**src/rtl/nx_fifo_1rw_ctl.sv**
```systemverilog
// Valid/ready FIFO controller around a single-port RAM with a 1-cycle read.
// One RAM op per cycle; a 2-entry output buffer hides the read latency.
module nx_fifo_1rw_ctl #(
    parameter int WIDTH     = 16,
    parameter int DEPTH     = 8,
    parameter bit INIT_ZERO = 1'b1,
    localparam int AW = $clog2(DEPTH),
    localparam int CW = $clog2(DEPTH + 3)
) (
    input  logic             clk,
    input  logic             rst,
    input  logic             flush,
    input  logic             wr_valid,
    output logic             wr_ready,
    input  logic [WIDTH-1:0] wr_data,
    output logic             rd_valid,
    input  logic             rd_ready,
    output logic [WIDTH-1:0] rd_data,
    output logic [CW-1:0]    count,
    output logic             init_done,
    output logic             ram_cs,
    output logic             ram_we,
    output logic [AW-1:0]    ram_add,
    output logic [WIDTH-1:0] ram_bwe,
    output logic [WIDTH-1:0] ram_din,
    input  logic [WIDTH-1:0] ram_dout
);

    typedef enum logic {ST_INIT, ST_RUN} state_t;

    state_t           r_state;
    logic [AW-1:0]    r_init_ctr;
    logic [AW-1:0]    r_wr_ptr;
    logic [AW-1:0]    r_rd_ptr;
    logic [CW-1:0]    r_ram_cnt;
    logic             r_inflight;
    logic             r_last_rd;
    logic             r_init_done;
    logic [1:0]       r_ob_cnt;
    logic [WIDTH-1:0] r_ob0;
    logic [WIDTH-1:0] r_ob1;

    logic w_run;
    logic w_init;
    logic w_ob_room;
    logic w_rd_req;
    logic w_wr_rdy;
    logic w_push;
    logic w_wr_en;
    logic w_rd_en;
    logic w_pop;
    logic w_enq;

    function automatic logic [AW-1:0] ptr_inc(input logic [AW-1:0] p);
        return (p == AW'(DEPTH - 1)) ? '0 : p + 1'b1;
    endfunction

    assign w_run     = !rst && (r_state == ST_RUN);
    assign w_init    = !rst && (r_state == ST_INIT);
    // buffer slots already claimed include the read still in the RAM
    assign w_ob_room = (r_ob_cnt == 2'd0) ||
                       (r_ob_cnt == 2'd1 && !r_inflight);
    assign w_rd_req  = w_run && (r_ram_cnt != '0) && w_ob_room;
    assign w_wr_rdy  = w_run && (r_ram_cnt < CW'(DEPTH)) &&
                       (!w_rd_req || r_last_rd);
    assign w_push    = wr_valid && w_wr_rdy;
    assign w_wr_en   = w_push && !flush;
    assign w_rd_en   = w_rd_req && !w_push && !flush;
    assign w_pop     = rd_ready && (r_ob_cnt != 2'd0);
    assign w_enq     = r_inflight;

    always_ff @(posedge clk or posedge rst) begin
        if (rst) begin
            r_state     <= INIT_ZERO ? ST_INIT : ST_RUN;
            r_init_ctr  <= '0;
            r_wr_ptr    <= '0;
            r_rd_ptr    <= '0;
            r_ram_cnt   <= '0;
            r_inflight  <= 1'b0;
            r_last_rd   <= 1'b0;
            r_init_done <= 1'b0;
            r_ob_cnt    <= 2'd0;
            r_ob0       <= '0;
            r_ob1       <= '0;
        end else if (r_state == ST_INIT) begin
            if (r_init_ctr == AW'(DEPTH - 1)) begin
                r_init_ctr  <= '0;
                r_state     <= ST_RUN;
                r_init_done <= 1'b1;
            end else begin
                r_init_ctr <= r_init_ctr + 1'b1;
            end
        end else begin
            r_init_done <= 1'b1;
            if (flush) begin
                r_wr_ptr   <= '0;
                r_rd_ptr   <= '0;
                r_ram_cnt  <= '0;
                r_inflight <= 1'b0;
                r_ob_cnt   <= 2'd0;
            end else begin
                r_inflight <= w_rd_en;
                if (w_wr_en) begin
                    r_wr_ptr  <= ptr_inc(r_wr_ptr);
                    r_last_rd <= 1'b0;
                    r_ram_cnt <= r_ram_cnt + 1'b1;
                end else if (w_rd_en) begin
                    r_rd_ptr  <= ptr_inc(r_rd_ptr);
                    r_last_rd <= 1'b1;
                    r_ram_cnt <= r_ram_cnt - 1'b1;
                end
                unique case ({w_pop, w_enq})
                    2'b11: begin
                        if (r_ob_cnt == 2'd2) begin
                            r_ob0 <= r_ob1;
                            r_ob1 <= ram_dout;
                        end else begin
                            r_ob0 <= ram_dout;
                        end
                    end
                    2'b10: begin
                        if (r_ob_cnt == 2'd2)
                            r_ob0 <= r_ob1;
                        r_ob_cnt <= r_ob_cnt - 1'b1;
                    end
                    2'b01: begin
                        if (r_ob_cnt == 2'd0)
                            r_ob0 <= ram_dout;
                        else
                            r_ob1 <= ram_dout;
                        r_ob_cnt <= r_ob_cnt + 1'b1;
                    end
                    default: ;
                endcase
            end
        end
    end

    assign wr_ready  = w_wr_rdy;
    assign rd_valid  = (r_ob_cnt != 2'd0);
    assign rd_data   = r_ob0;
    assign count     = r_ram_cnt + CW'(r_inflight) + CW'(r_ob_cnt);
    assign init_done = r_init_done;
    assign ram_cs    = w_init || w_wr_en || w_rd_en;
    assign ram_we    = w_init || w_wr_en;
    assign ram_add   = w_init ? r_init_ctr :
                       (w_wr_en ? r_wr_ptr : r_rd_ptr);
    assign ram_bwe   = '1;
    assign ram_din   = w_init ? '0 : wr_data;

    // popping an empty buffer must leave it empty
    a_pop_empty: assert property (@(posedge clk) disable iff (rst)
        (rd_ready && !rd_valid && !r_inflight) |=> (r_ob_cnt == 2'd0));
    a_cnt_max: assert property (@(posedge clk) disable iff (rst)
        (count <= CW'(DEPTH + 2)));

endmodule
```
**config.mk**
```make
export PLATFORM = sky130hd
export DESIGN_NAME = nx_fifo_1rw_ctl
export DESIGN_NICKNAME = d
export VERILOG_FILES = /design/src/rtl/nx_fifo_1rw_ctl.sv
export SDC_FILE = /design/constraint.sdc
export NUM_CORES = 1
export LEC_CHECK = 0
export ABC_AREA = 1
export BUFFER_PORTS_ARGS = -buffer_cell sky130_fd_sc_hd__buf_4
export CORE_MARGIN = 5
export CORE_UTILIZATION = 50
export CTS_CLUSTER_DIAMETER = 80
export DETAILED_ROUTE_END_ITERATION = 10
export PLACE_DENSITY_LB_ADDON = 0.2
export SLEW_MARGIN = 20
export SYNTH_ARGS = -nofsm -noshare
export SYNTH_HDL_FRONTEND = slang
export SYNTH_SLANG_ARGS = --single-unit
export TNS_END_PERCENT = 10
```
**constraint.sdc**
```tcl
create_clock -name clk -period 2.5 [get_ports clk]
set_clock_uncertainty 0.05 [all_clocks]
set_input_delay 0.25 -clock clk [delete_from_list [all_inputs] [get_ports clk]]
set_output_delay 0.25 -clock clk [all_outputs]
set_load 0.1 [all_outputs]
```
; ---- Word level (Yosys, flattened, before mapping)
; Cells that the tools add are included.
[word_totals]
register_bits = 51
latch_bits = 0
mem_bits_rw = 0
rom_bits = 0
in_bits = 37
out_inout_bits = 60
elab_cells = 105
memories = 0
[classes]
addsub = 9
multipliers = 0
div = 0
n_lt_le_gt_ge = 1
eq_ne = 13
shift = 0
mux = 30
n_bitwise = 2
reduce_logical = 39
[ops]
columns = cell, count
row1 = $mux W16, 6
row2 = $pmux W16 S3, 1
row3 = $pmux W16 S2, 1
row4 = $mux W3, 10
row5 = $logic_and A1 B1 Y1, 12
row6 = $mux W4, 3
row7 = $reduce_bool A2 Y1, 6
row8 = $ne A2 B2 Y1 const B, 5
row9 = $reduce_and A5 Y1, 2
row10 = $add A3 B1 Y3 const B, 3
row11 = $eq A3 B3 Y1 const B, 3
row12 = $reduce_bool A3 Y1, 3
row13 = $mux W1, 7
row14 = $eq A2 B2 Y1 const B, 3
row15 = $reduce_and A2 Y1, 3
row16 = $reduce_and A3 Y1, 2
row17 = $logic_not A1 Y1, 5
row18 = $add A4 B1 Y4, 1
row19 = $add A4 B1 Y4 const B, 1
row20 = $add A4 B2 Y4, 1
row21 = $eq A2 B1 Y1 const B, 2
row22 = $logic_or A1 B1 Y1, 4
row23 = $lt A4 B4 Y1 const B, 1
row24 = $pmux W2 S2, 1
row25 = other kinds (7), 8

; ---- Depth between registers and ports, before layout
; Gate-level depths: netlist of run 1.
[depth]
ltp_word = 14
ltp_mapped = 14
depth_no_buf = 14

; ---- Worst setup path after synthesis of run 1
; Ideal clock, no wire load.
[synth_path]
path_kind = flip-flop to output port
from = register r_ob_cnt[1]
to = output port ram_add[0]
arrival_ns = 2.657
required_time_ns = 2.200
setup_slack_ns = -0.457
stages_incl_launch_ff = 10
path_cell_list = dfrtp_1 > inv_1 > ha_1 > inv_1 > nand2_1 > nand3_1 > nand4_1 > nand2_1 > nand3_1 > nand2_1
[synth_via]
elab_chain_len = 11
[synth_rtl]
columns = element, line_no
row1 = from (decl), 39  ; logic [1:0] r_ob_cnt;
row2 = from (signal assigned), 124  ; r_ob_cnt <= r_ob_cnt - 1'b1;
row3 = from (signal assigned), 131  ; r_ob_cnt <= r_ob_cnt + 1'b1;
row4 = $eq A2 B1 Y1, 62  ; (r_ob_cnt == 2'd1 && !r_inflight);
row5 = $logic_and A1 B1 Y1, 62
row6 = $logic_or A1 B1 Y1 (*), 61  ; assign w_ob_room = (r_ob_cnt == 2'd0) ||
row7 = $logic_and A1 B1 Y1 (*), 63  ; assign w_rd_req = w_run && (r_ram_cnt != '0) && w_ob_room;
row8 = $logic_not A1 Y1 (*), 65  ; (!w_rd_req || r_last_rd);
row9 = $logic_or A1 B1 Y1 (*), 65
row10 = $logic_and A1 B1 Y1 (*), 64  ; assign w_wr_rdy = w_run && (r_ram_cnt < CW'(DEPTH)) &&
row11 = $logic_and A1 B1 Y1 (*), 66  ; assign w_push = wr_valid && w_wr_rdy;
row12 = $logic_and A1 B1 Y1 (*), 67  ; assign w_wr_en = w_push && !flush;
row13 = $mux W3 (*), 147  ; (w_wr_en ? r_wr_ptr : r_rd_ptr);
row14 = $mux W3 (*), 146  ; assign ram_add = w_init ? r_init_ctr :
row15 = to (decl), 23  ; output logic [AW-1:0] ram_add,
; Mark *: on every way between the ends. The rest lies on a longest branch, timed or not.

; ---- Worst setup path after layout of run 1
[layout_path]
from = register r_ob_cnt[1]
to = output port ram_add[2]
; Same word-level chain as after synthesis.

==> results, run 1 <==
- The run finished with clean final reports.
- Clock tree synthesis inserted a total of 5 buffers.
- The worst path arrival time is between 2 and 2.5 ns.
- The synthesized design spends more area on one cell type than any other, namely sky130_fd_sc_hd__dfrtp_1.
- The number of endpoints with negative hold slack in the final report is 0.
- The clock tree from TritonCTS is built.
- The final-layout worst hold slack is approximately 0.14 ns.
- The wire length of the first global-routing pass is 13.3 mm.
- The total of fill cells in the finished design is 579.
- The worst register-to-register path has a setup slack of 0.27 ns.
- The count of synthesis-stage warnings from yosys is 0.
- The number of antenna violations at the first check in global routing was 0.
- Setup repair after global routing left no endpoint under its margin.
- The final count of negative-setup-slack endpoints is 0.
- The antenna cell count is 0.
- The post-synthesis mux area share is 0.
- The total via count after detailed routing is 3066.
- The number of nets with antenna violations after detailed routing is 0.
- The accumulated negative setup slack is 0 ns.
- The register clock-pin slew on the reported worst setup and hold paths is 0.10 ns.
- For the finished layout, the period the worst path requires is between 2 and 2.5 ns.
- The number of cells on the worst reg-to-reg path is 14.
- Across the run, the number of max-cap violations was 0.
- The total leakage power is ~0.0023 uW.
- The fraction of the mapped netlist area in simple logic gates is 0.206.
- For this design the ratio of total power to cell area is 1380 nW/um^2.
- Of the total power, the share spent switching nets is 0.597.
- The endpoint class of the critical path is a primary output.
- The H-tree generated during clock tree synthesis spans 2 levels.
- The floorplan step defined a die boundary enclosing around 8300 um^2.
- In this run the power spent charging and discharging nets is 3410 uW.
- 97 I/O pins were placed.
- The maximum number of pins on one net before global-route repair is 52.
- The startpoint of the worst setup timing path is r_ob_cnt[1].
- The internal power of the cells is between 2000 and 2500 uW.
- The core outline area is around 6400 um^2.
- The destination of the critical timing path is ram_add[2].
- The adder-cell share of the synthesized area is 0.0748.
- Synthesis instantiated 30 different standard cells from the library.
- The CTS sink count is 51.
- The initial DRC count is 151.
- For this run, the post-layout net count is between 600 and 700.
- The vertical die dimension is between 90 and 100 um.
- The max-slew violation total from the final report was 0.
- The area share of the leading cell type in the synthesized netlist is 0.385.
- Of the available clock period, the critical path in the final layout requires 0.946.
- The per-instance average area after synthesis is around 7.1 um^2.
- The longest clock path from root to sink contains 2 buffers.
- Summed over all nets, the half-perimeter wirelength after detailed placement is roughly 5.9 mm.
- The number of enable-type register cells in the synthesized netlist is 0.
- In the final layout, flip-flops and latches occupy 1280 um^2.
- After detailed routing, the number of remaining DRC violations is 0.
- The fraction of power consumed by combinational cells is 0.678.
- The initialized floorplan defines 29 standard-cell rows.
- The sequential element share of the synthesized area is 0.385.
- The cell at the root of the clock tree is sky130_fd_sc_hd__clkbuf_8.
- After synthesis, the share of flip-flops with an asynchronous set or reset is 1.00.
- Port buffering added 80 buffers.
- The initial core utilization is 0.518.
- The final wirelength is between 7 and 8 mm.
- STA classifies the critical path startpoint as a register.
- In the post-synthesis netlist, the cell with the most instances is sky130_fd_sc_hd__nand2_1.
- The number of global-route vias before repair came to between 2000 and 3000.
- By area, the combinational part of the netlist is dominated by simple AND/OR/NAND/NOR gates.
- The highest clock frequency the design can meet is about 0.42 GHz.
- Summing all multi-input logic gate instances after layout gives around 1600 um^2.
- In the synthesized netlist the dominant register cell turns out to be sky130_fd_sc_hd__dfrtp_1.
- For this run, the total global-route usage over all layers was measured as 0.189.
- Clock latency on the worst-skew pair, taken at its later pin, is between 0.3 and 0.4 ns.
- After synthesis, the most frequently instantiated cells are 130 x sky130_fd_sc_hd__nand2_1, 91 x sky130_fd_sc_hd__inv_1, 51 x sky130_fd_sc_hd__dfrtp_1, 51 x sky130_fd_sc_hd__o21ai_0, 21 x sky130_fd_sc_hd__nor2_1.
- Of all nets on the critical path, the largest fanout is 6.
- In this run the critical register-to-register path is launched from r_ob_cnt[1].
- The share of the synthesized netlist area taken by xor and xnor gates is 0.0106.
- The worst register-to-register path ends at r_ram_cnt[3].
- By area the synthesized netlist is led by sky130_fd_sc_hd__dfrtp_1 39%, sky130_fd_sc_hd__nand2_1 15%, sky130_fd_sc_hd__inv_1 10%.
- After technology mapping, the gate count stands at between 400 and 500.
- The remaining max-slew budget at the tightest pin is 0.560.
- Of the total power, registers draw 0.237.
- The fraction of the mapped netlist area in compound gates is 0.154.
- The area growth from synthesis to layout is 25.2%.
- Dividing the detail-routed via count by the number of cells gives just under 5.
- Routability-driven placement finished with a final weighted congestion of 0.806.
- The transition time of the tightest slew-check pin is 0.659 ns.
- For this run the aggregate overflow at the end of global routing stands at 0.
- After synthesis the cells add up to between 3000 and 4000 um^2.
- The clock share of power is 0.085.
- Once layout is complete, the utilization of the core stands at 0.649.
- From left edge to right edge, the die measures 91.4 um.
- After synthesis the netlist holds a flip-flop and latch count of slightly above 50.
- The number of hold-repair buffers added at the cts stage is 0.
- In this run the worst hold path is classified as input pin to async pin.
- The classification of the worst setup path is register to primary output.
- Dividing the detail-routed wire length by the instance count gives between 10 and 15 um.
- Total power for the finished layout comes to 5720 uW.
- The worst path required time is between 2 and 2.5 ns.
- The largest vdd supply drop is approximately 1.3 mV.
- The share of layout cells above drive strength 1 is 0.221.
- For this run, the detailed router's first-pass iteration total came to 4.
==> flip-flops by register name, indices dropped and copies added, names as in the netlist <==
register	count
r_ob_cnt	2
r_last_rd	1
r_inflight	1
r_ob1	16
rd_data	16
r_init_ctr	3
r_rd_ptr	3
r_wr_ptr	3
r_state	1
init_done	1
r_ram_cnt	4
==> logic make-up after synthesis <==
group	Yosys count
xor+xnor	4
fa+ha+maj	18
simple gates	170
compound gates	94
flops	51
buf+inv	129
other cells	1
==> worst min path at each step <==
| stage | depth (start not counted) | end | slack, ns | start |
|---|---|---|---|---|
| floorplan | 1 | init_done | 0.25 | rst |
| global placement | 2 | r_ob1[12] | 0.42 | r_ob1[12] |
| detailed placement | 1 | init_done | 0.42 | init_done |
| CTS | 3 | r_ram_cnt[0] | 0.15 | rst |
| global route | 3 | r_ob1[9] | 0.18 | ram_dout[9] |
| finish | 3 | r_ob1[11] | 0.14 | rst |
==> per-stage QoR <==
step / instances / setup WS [ns] / instance area, um^2
global placement: 617 / 0.287 / 4000
global route: 625 / 0.0192 / 4140
CTS: 625 / 0.0196 / 4100
floorplan: 482 / -0.310 / 3400
finish: 625 / 0.134 / 4140
detailed placement: 617 / 0.191 / 4000
==> critical path: stages (launching register included) <==
cell and delay, ns:
sky130_fd_sc_hd__dfrtp_2 0.42, sky130_fd_sc_hd__inv_2 0.07, sky130_fd_sc_hd__ha_1 0.18, sky130_fd_sc_hd__nand2_1 0.07
sky130_fd_sc_hd__nand2_1 0.08, sky130_fd_sc_hd__nand3_2 0.11, sky130_fd_sc_hd__nand4_1 0.16, sky130_fd_sc_hd__buf_4 0.20
sky130_fd_sc_hd__nand2_1 0.06, sky130_fd_sc_hd__nand3_1 0.12, sky130_fd_sc_hd__nand2_4 0.08, sky130_fd_sc_hd__buf_6 0.21
==> power groups by stage <==
| stage | sequential [uW] | combinational, uW | clock (uW) |
|---|---|---|---|
| 2_1_floorplan | 2170 | 2200 | 0 |
| 3_3_place_gp | 1360 | 3750 | 0 |
| 3_5_place_dp | 1370 | 3800 | 0 |
| 4_1_cts | 1360 | 3820 | 497 |
| 5_1_grt | 1410 | 4170 | 527 |
| 6_report | 1360 | 3880 | 485 |
==> repair_timing <==
| item | 4_1_cts | 5_1_grt |
|---|---|---|
| pin swaps | 0 | 1 |
| endpoints found under the setup margin | 4 | 4 |
| hold endpoints to repair | 0 | 0 |
| buffers inserted | 0 | 0 |
| gates resized for setup | 4 | 10 |
==> metal layers <==
metal,wire length [um],vias up,global-route usage
li1,-,1568,-
met2,3500,96,0.301
met1,3760,1398,0.258
met3,611,4,0.0521
met4,50,0,0.0428
met5,0,-,0
==> cell type report <==
class | count | share of cell area
timing repair buffer | 91 | 0.174
multi-input combinational | 302 | 0.385
clock inverter | 3 | 0.00453
inverter | 96 | 0.0888
tap | 77 | 0.0232
clock buffer | 5 | 0.0166
sequential | 51 | 0.308
==> cells in the final DEF (no fill, tap or decap), types with 10 or more instances in the layout <==
cell	n
sky130_fd_sc_hd__conb_1	16
sky130_fd_sc_hd__nand3_1	10
sky130_fd_sc_hd__a21oi_1	20
sky130_fd_sc_hd__nor2_1	21
sky130_fd_sc_hd__buf_4	86
sky130_fd_sc_hd__inv_1	87
sky130_fd_sc_hd__o21ai_0	51
sky130_fd_sc_hd__nand2_1	127
sky130_fd_sc_hd__ha_1	14
sky130_fd_sc_hd__dfrtp_1	50
sky130_fd_sc_hd__o22ai_1	16
Power figures use the tool's default switching activity.
==> inputs of run 2 (changes only) <==
--- a/config.mk
+++ b/config.mk
@@ -8,7 +8,7 @@
 export ABC_AREA = 1
 export BUFFER_PORTS_ARGS = -buffer_cell sky130_fd_sc_hd__buf_4
 export CORE_MARGIN = 5
-export CORE_UTILIZATION = 50
+export CORE_UTILIZATION = 30
 export CTS_CLUSTER_DIAMETER = 80
 export DETAILED_ROUTE_END_ITERATION = 10
 export PLACE_DENSITY_LB_ADDON = 0.2
==> run 2 against run 1 <==
Via count increased by 0.95%. Combinational power about the same. Cell area grew 2.0%. Clock power up 1%. Hold slack better by 0.0024 ns. Sequential power barely moved.
==> results, run 2 (synthesized netlist as in run 1, its figures left out) <==
- Of all nets on the critical path, the largest fanout is 4.
- The level count of the clock H-tree is 2.
- After clock tree synthesis, the clock-pin slew on the worst setup and hold paths is 0.10 ns.
- The total overflow reported by the global router is 0.
- TritonCTS built the clock tree.
- Measured along the x axis, the die boundary spans 115 um.
- The repair_antennas step left the layout with diodes totalling 0.
- The worst path arrival time is between 2 and 2.5 ns.
- The count of TritonRoute iterations in the first routing pass is 5.
- The highest clock frequency the design can meet is 0.427 GHz.
- In the final layout, the share of cells above drive strength 1 is 0.221.
- The post-detailed-route DRC marker count is 0.
- Once routing completed, OpenROAD measured the worst setup slack at between 0.15 and 0.2 ns.
- The commonest non-fill, non-tap cell in the layout is sky130_fd_sc_hd__nand2_1.
- Setup violations remaining at the end of the flow were counted as 0.
- The number of nets with antenna violations after detailed routing is 0.
- Dividing the final minimum period by the clock period gives 0.936.
- The worst register-to-register path ends at r_ram_cnt[3].
- For this configuration, the core starts out at a cell density of 0.305.
- In the final layout, the multi-input gates occupy between 1500 and 2000 um^2.
- The accumulated negative setup slack is 0 ns.
- The worst setup path is captured at a primary output.
- Input and output buffers added on the ports amount to 80.
- The sequential standard cell area is about 1300 um^2.
- Headroom to the max-slew limit came out at 0.546.
- The register-to-register setup slack is 0.20 ns.
- The total of fill cells in the finished design is 1134.
- The wire length of the first global-routing pass is 14.0 mm.
- The final wirelength is ~8.6 mm.
- In this run the worst hold path is classified as input pin to async pin.
- Once detailed placement completed, the half-perimeter wirelength came to between 6 and 7 mm.
- The flow ran to the end, and the final reports show no timing, DRC or antenna violations.
- For the worst setup path, the data required time is 2.20 ns.
- The analysis attributes to cell leakage a power of 0.00230 uW.
- The classification of the worst setup path is register to primary output.
- Across the VDD grid, the largest voltage drop is roughly 0.67 mV.
- The global placement routability congestion is about 0.8.
- Leaving out fill and tap cells, the most frequent cells in the layout are 127 x sky130_fd_sc_hd__nand2_1, 89 x sky130_fd_sc_hd__buf_4, 87 x sky130_fd_sc_hd__inv_1.
- The worst setup path is launched from a register.
- The CTS sink count is 51.
- The max-slew violation total from the final report is 0.
- The floorplan step set the die height to ~120 um.
- The number of antenna violations at the first check in global routing is 0.
- In the routed layout, each cell is associated on average with a via count of roughly 4.5.
- At the pin with the least slew margin, the transition time is between 0.6 and 0.7 ns.
- Counting tap cells, the placed design contains a total of 681 instances.
- In this run the power density over the cells is approximately 1400 nW/um^2.
- Summing over every cut layer, the via total after detailed routing is ~3100.
- The net count of the finished layout is 605.
- The number of global-route vias before repair came to between 2000 and 3000.
- The number of placement rows is 38.
- The pre-CTS worst setup slack is ~0.11 ns.
- The total global routing track utilization is 0.131.
- The number of endpoints with negative hold slack in the final report came to 0.
- The minimum clock period after layout is between 2 and 2.5 ns.
- CTS placed an instance of sky130_fd_sc_hd__clkbuf_8 at the clock tree root.
- After detailed routing, the average wire length per cell comes to between 10 and 15 um.
- The total area inside the core boundary comes to 10800 um^2.
- The clock latency on the worst-skew pair is about 0.31 ns.
- The top-level I/O count is 97.
- The worst register-to-register path begins at r_ob_cnt[0].
- The number of cells on the worst reg-to-reg path is 15.
- The TritonCTS buffer count is 5.
- The total die area is approximately 13000 um^2.
- The initial DRC count is around 140.
- The startpoint of the worst setup timing path is r_ram_cnt[0].
- The maximum number of pins on one net before global-route repair is 52.
- The final instance count without filler cells is between 600 and 700.
- The maximum buffer depth of the clock tree is 2.
- Max-cap violations in this run came to 0.
- The layout overhead on the synthesized area is 27.6%.
==> run 2: per-stage QoR <==
| stage | area (um^2) | utilization | total power [uW] | hold WS [ns] |
|---|---|---|---|---|
| floorplan | 3400 | - | 4370 | 0.253 |
| global placement | 4090 | 0.377 | 5150 | 0.413 |
| detailed placement | 4090 | 0.377 | 5190 | 0.422 |
| CTS | 4200 | 0.388 | 5740 | 0.153 |
| global route | 4230 | 0.390 | 6120 | 0.176 |
| finish | 4230 | 0.390 | 5710 | 0.138 |
==> run 2: worst max-delay path by stage <==
stage                              end  slack [ns]  cells after the start
after global placement    r_ram_cnt[3]        0.22                     14
after global routing            ram_cs      -0.009                     11
after floorplan               count[3]       -0.31                      6
final                         count[1]        0.16                      5
after CTS                       ram_cs       0.003                     11
after detailed placement  r_ram_cnt[3]        0.11                     14
==> run 2: repair_timing <==
item / 4_1_cts / 5_1_grt
hold buffers: 0 / 0
pin swaps: 1 / 0
resized for setup: 6 / 5
setup buffers: 1 / 1
setup endpoints to repair: 4 / 5
cloned: 0 / 0
==> run 2: layout make-up <==
| type | instances | share of cell area |
|---|---|---|
| inverter | 96 | 0.0871 |
| sequential | 51 | 0.302 |
| tap | 140 | 0.0415 |
| clock inverter | 2 | 0.00296 |
| clock buffer | 6 | 0.0172 |
| timing repair buffer | 94 | 0.174 |
| multi-input combinational | 302 | 0.375 |
==> run 2: routing by layer <==
metal	share of wire	track usage	vias up
met1	0.47	0.174	1417
met2	0.45	0.219	96
met5	0	0	-
met4	0.012	0.0376	0
met3	0.073	0.0237	7
li1	-	-	1575
==> run 2: worst max-delay path, cell delays in order (launching register included) <==
cell and delay [ns]:
sky130_fd_sc_hd__dfrtp_1 0.41, sky130_fd_sc_hd__inv_1 0.12, sky130_fd_sc_hd__fa_1 0.42, sky130_fd_sc_hd__inv_1 0.09
sky130_fd_sc_hd__fa_1 0.44, sky130_fd_sc_hd__buf_4 0.25
==> run 2: power breakdown <==
part	total [uW]	switching [uW]	internal [uW]
registers	1360	217	1140
logic	3860	2900	969
clock network	491	294	197
